**src/rtl/tpu_pkg.sv**
```systemverilog
// Shared TPU control constants: pass-sequencer FSM encoding and default pass geometry
// used by both the sequencer and the systolic row feeders.
package tpu_pkg;

  typedef enum logic [1:0] {
    StIdle = 2'd0,
    StRun  = 2'd1,
    StDone = 2'd2
  } tpu_seq_state_e;

  localparam int unsigned TpuRowsDefault      = 8;
  localparam int unsigned TpuRowCyclesDefault = 4;

  // Width of a counter spanning 0..n-1, never narrower than one bit.
  function automatic int unsigned tpu_cnt_width(input int unsigned n);
    return (n <= 1) ? 1 : $clog2(n);
  endfunction

endpackage

```
**src/rtl/tpu_rise_detect.sv**
```systemverilog
// Start-request edge detector: samples the request level and emits a one-cycle
// registered launch pulse on each 0->1 transition.
module tpu_rise_detect (
  input  logic clk,
  input  logic reset,
  input  logic sig_i,
  output logic rise_o
);

  logic sig_q;
  logic rise_q;

  // The launch term is registered so the FSM sees a clean single-cycle pulse,
  // giving two clocks from the sampled request edge to the first row strobe.
  always_ff @(posedge clk) begin
    if (reset) begin
      sig_q  <= 1'b0;
      rise_q <= 1'b0;
    end else begin
      sig_q  <= sig_i;
      rise_q <= sig_i & ~sig_q;
    end
  end

  assign rise_o = rise_q;

endmodule

```
**src/rtl/tpu_pass_sequencer.sv**
```systemverilog
// Expands a start edge into a ROWS x ROW_CYCLES matrix-pass schedule with row strobes.
// Optional abort input enabled by defining TPU_SEQ_ABORT_EN.
module tpu_pass_sequencer
  import tpu_pkg::*;
#(
  parameter int unsigned ROWS       = TpuRowsDefault,
  parameter int unsigned ROW_CYCLES = TpuRowCyclesDefault,
  parameter int unsigned ROW_W      = 3
) (
  input  logic             clk,
  input  logic             reset,
  input  logic             start,
`ifdef TPU_SEQ_ABORT_EN
  input  logic             abort,
`endif
  output logic             busy,
  output logic             row_load,
  output logic [ROW_W-1:0] row_idx,
  output logic             done
);

  localparam int unsigned CycW = tpu_cnt_width(ROW_CYCLES);
  localparam logic [CycW-1:0]  CycLast = CycW'(ROW_CYCLES - 1);
  localparam logic [ROW_W-1:0] RowLast = ROW_W'(ROWS - 1);

  tpu_seq_state_e   state_q;
  logic [CycW-1:0]  cyc_q;
  logic             busy_q;
  logic             row_load_q;
  logic [ROW_W-1:0] row_idx_q;
  logic             done_q;
  logic             launch;
  logic             abort_req;

  tpu_rise_detect u_rise_detect (
    .clk    (clk),
    .reset  (reset),
    .sig_i  (start),
    .rise_o (launch)
  );

`ifdef TPU_SEQ_ABORT_EN
  assign abort_req = abort;
`else
  assign abort_req = 1'b0;
`endif

  always_ff @(posedge clk) begin
    if (reset) begin
      state_q    <= StIdle;
      cyc_q      <= '0;
      busy_q     <= 1'b0;
      row_load_q <= 1'b0;
      row_idx_q  <= '0;
      done_q     <= 1'b0;
    end else begin
      unique case (state_q)
        StIdle: begin
          cyc_q      <= '0;
          row_idx_q  <= '0;
          done_q     <= 1'b0;
          busy_q     <= launch;
          row_load_q <= launch;
          if (launch) state_q <= StRun;
        end
        StRun: begin
          if (abort_req) begin
            state_q    <= StIdle;
            cyc_q      <= '0;
            busy_q     <= 1'b0;
            row_load_q <= 1'b0;
            row_idx_q  <= '0;
          end else if (cyc_q == CycLast) begin
            cyc_q <= '0;
            if (row_idx_q == RowLast) begin
              state_q    <= StDone;
              row_load_q <= 1'b0;
              done_q     <= 1'b1;
            end else begin
              row_idx_q  <= row_idx_q + 1'b1;
              row_load_q <= 1'b1;
            end
          end else begin
            cyc_q      <= cyc_q + 1'b1;
            row_load_q <= 1'b0;
          end
        end
        StDone: begin
          state_q   <= StIdle;
          busy_q    <= 1'b0;
          done_q    <= 1'b0;
          row_idx_q <= '0;
        end
        default: begin
          state_q <= StIdle;
        end
      endcase
    end
  end

  assign busy     = busy_q;
  assign row_load = row_load_q;
  assign row_idx  = row_idx_q;
  assign done     = done_q;

endmodule

```
**config.mk**
```make
export PLATFORM = sky130hd
export DESIGN_NAME = tpu_pass_sequencer
export DESIGN_NICKNAME = d
export VERILOG_FILES = /design/src/rtl/tpu_pkg.sv /design/src/rtl/tpu_rise_detect.sv /design/src/rtl/tpu_pass_sequencer.sv
export SDC_FILE = /design/constraint.sdc
export NUM_CORES = 1
export LEC_CHECK = 0
export CAP_MARGIN = 0
export CORE_AREA = 2 2 39 41
export CTS_CLUSTER_SIZE = 24
export DETAILED_ROUTE_END_ITERATION = 10
export DIE_AREA = 0 0 41 43
export HOLD_SLACK_MARGIN = 0.05
export PLACE_DENSITY = 0.75
export SLEW_MARGIN = 10
export SYNTH_ARGS = -nofsm -noshare
export SYNTH_HDL_FRONTEND = slang
export SYNTH_SLANG_ARGS = --single-unit
```
**constraint.sdc**
```tcl
create_clock -name clk -period 1.6 [get_ports clk]
set_clock_uncertainty 0.05 [all_clocks]
set_input_delay 0.24 -clock clk [delete_from_list [all_inputs] [get_ports clk]]
set_output_delay 0.24 -clock clk [all_outputs]
set_load 0.005 [all_outputs]
```
==> impl_metrics.csv <==
group,metric,value,unit
grt,grt_antenna_before_repair,0,
timing,slew_headroom,0.746,
floorplan,io_pins,9,
hold_path,hold_path.class,"register to register",
grt,grt_pass1_wl,1570,um
timing,final_hold_viol_count,0,
yosys,synth_area,538,um^2
timing,setup_viol,0,
grt,grt-ovfl-total,0,
setup_path,cp-start-kind,"register",
finish,areaGrowthSynthToFinish,25.1,%
grt,gr-usage-all-layers,0.136,
detailed_routing,via_count,403,
yosys,syn-num-nets,59,
timing,rsz0062_at_grt,"no",
yosys,postSynthCellCount,53,
yosys,ys_ff_latch,12,
timing,finalMaxSlewViolations,0,
finish,layout-drive-gt1-share,0.109,
clock_tree,cts.clk_slew.worst_paths,0.08,ns
detailed_routing,drt_iter0_drc,2,
clock_tree,cts_num_sinks,12,
setup_path,slowest_stage,"clkdlybuf4s50_1",
yosys,synth_edf_count,0,
setup_path,crit_buf_inv,1,
finish,fillers,128,
yosys,synthArstFlopShare,0,
yosys,yosysMostFrequentCell,"dfxtp_1",
yosys,synth-seq-area-share,0.447,
yosys,synth_area_leader_cell,"dfxtp_1",
floorplan,die_h,43,um
setup_path,critPathKind,"register to output pin",
clock_tree,cts_tree,"done",
floorplan,start_util,0.389,
timing,tightestPinTransition,0.381,ns
clock_tree,cts_max_level,1,
finish,seq_area,240,um^2
clock_tree,cts_buffers,3,
clock_tree,cts_resized,0,
status,status,"finished clean",
flow_run,drv_cap,0,
floorplan,num_rows,14,
yosys,syn-mean-instance-area,10.2,um^2
floorplan,floorplan.die_area,1760,um^2
finish,nets,71,
setup_path,slowest_delay,0.52,ns
yosys,synth_common_cells,"dfxtp_1 (12), nand3b_1 (8), a21oi_1 (4), nand2_1 (4)",
clock_tree,clk_latency,0.27,ns
floorplan,fp.dieW,41,um
detailed_routing,routed_wl,901,um
timing,setup_slack,0.149,ns
yosys,synth_area_leaders,"dfxtp_1 (45%), nand3b_1 (11%), ha_1 (7.0%)",
timing,post-route-period-util,0.907,
yosys,ys.flop_type,"dfxtp_1",
setup_path,cp_max_fo,4,
clock_tree,cts_max_path_buffers,2,
place,gp_congestion,0.760,
place,preCtsSetupSlack,0.202,ns
detailed_routing,drtAntennaViolNets,0,
detailed_routing,drc_errors,0,
clock_tree,cts-hold-fix-buffers,0,
grt,grt_start_max_net_pins,12,
floorplan,coreArea,1380,um^2
finish,utilization,0.486,
pwr,powerDensity,871,nW/um^2
setup_path,crit_family,"buffers and inverters",
setup_path,cp.required,1.31,ns
finish,antenna_cells,0,
timing,max_freq,689,MHz
pwr,vdd_drop_max,0.490,mV
setup_path,end_kind,"output pin",
detailed_routing,avgViaCountPerCell,5.04,
yosys,synth_top_area_share,0.447,
clock_tree,cts_root_buffer,"clkbuf_4",
timing,setup_tns,0,ns
yosys,yosysWarnings,0,
timing,fin_crit,1.45,ns
place,dpl.hpwl,653,um
setup_path,path_cells,"clkdlybuf4s50_1",
setup_path,arrival,1.16,ns
detailed_routing,drt_first_pass_iters,2,
pwr,cellLeakagePower,0.242,nW
grt,grt_pass1_vias,397,
finish,multi_input_area,274,um^2
detailed_routing,wl_per_cell,11.3,um
yosys,yosys.cell_types.count,20,
place,io_buffer_count,8,
clock_tree,post_cts_buffers,0,
==> report_power, final <==
part | switching (mW) | total [mW] | internal, mW
registers | 0.00702 | 0.313 | 0.306
logic | 0.0123 | 0.0335 | 0.0212
clock network | 0.102 | 0.240 | 0.138
==> stage by stage <==
step	instance area, um^2	total power, mW	hold WS (ns)	instances
final	673	0.586	0.341	80
after global placement	637	0.353	0.324	76
after detailed placement	637	0.355	0.331	76
after floorplan	538	0.339	0.269	53
after CTS	673	0.595	0.342	80
after global routing	673	0.610	0.364	80
==> layer usage <==
metal  wire length, um  share of wire  global-route usage  up-vias
met5                 0              0                   0        -
met4                17          0.019               0.120        0
met3                17          0.019              0.0314        2
met2               468           0.52               0.197        5
met1               398           0.44               0.156      185
li1                  -              -                   -      211
==> placed cells by master, fill, tap and decap left out <==
cell type / Yosys / layout
dfxtp_1: 12 / 12
nand3b_1: 8 / 8
clkdlybuf4s50_1: 0 / 8
nand2_1: 4 / 4
a21oi_1: 4 / 4
mux2i_1: 3 / 3
nor2b_1: 3 / 3
ha_1: 3 / 3
clkbuf_4: 0 / 3
or3b_1: 2 / 2
inv_1: 2 / 2
nand2b_1: 2 / 2
buf_4: 1 / 2
nor4b_1: 1 / 1
nor3b_4: 1 / 1
a311oi_1: 1 / 1
nor2_1: 1 / 1
and3_1: 1 / 1
nor4_1: 1 / 1
or4b_1: 1 / 1
clkbuf_8: 0 / 1
==> path summary, 6_finish.rpt <==
path                            slack (ns)                 from  depth (start not counted)                   end
worst max register to register        0.21           row_idx[0]                          4            row_idx[1]
worst min-delay path                  0.34  u_rise_detect.sig_q                          1  u_rise_detect.rise_o
worst min register to register        0.34  u_rise_detect.sig_q                          1  u_rise_detect.rise_o
worst max-delay path                  0.15           row_idx[0]                          1            row_idx[0]
==> logic make-up (layout without fill, tap and decap cells) <==
group	after synthesis	in the layout	synth area share
multiplexers	3	3	0.0558
adder cells (fa/ha/maj)	3	3	0.0698
flip-flops	12	12	0.447
buffers and inverters	5	16	0.0442
AND/OR/NAND/NOR	25	25	0.330
AO/OA/AOI/OAI	5	5	0.0535
==> sequential cells by signal, indices dropped and copies added (netlist names) <==
| register | flops |
|---|---|
| busy | 1 |
| cyc_q | 2 |
| done | 1 |
| row_idx | 3 |
| row_load | 1 |
| state_q | 2 |
| u_rise_detect.rise_o | 1 |
| u_rise_detect.sig_q | 1 |
==> cell type report <==
class / count / area share
clock buffer: 4 / 0.0539
inverter: 2 / 0.0112
multi-input combinational: 36 / 0.407
sequential: 12 / 0.357
tap: 16 / 0.0297
timing repair buffer: 10 / 0.141
(Power assumes the default switching activity.)
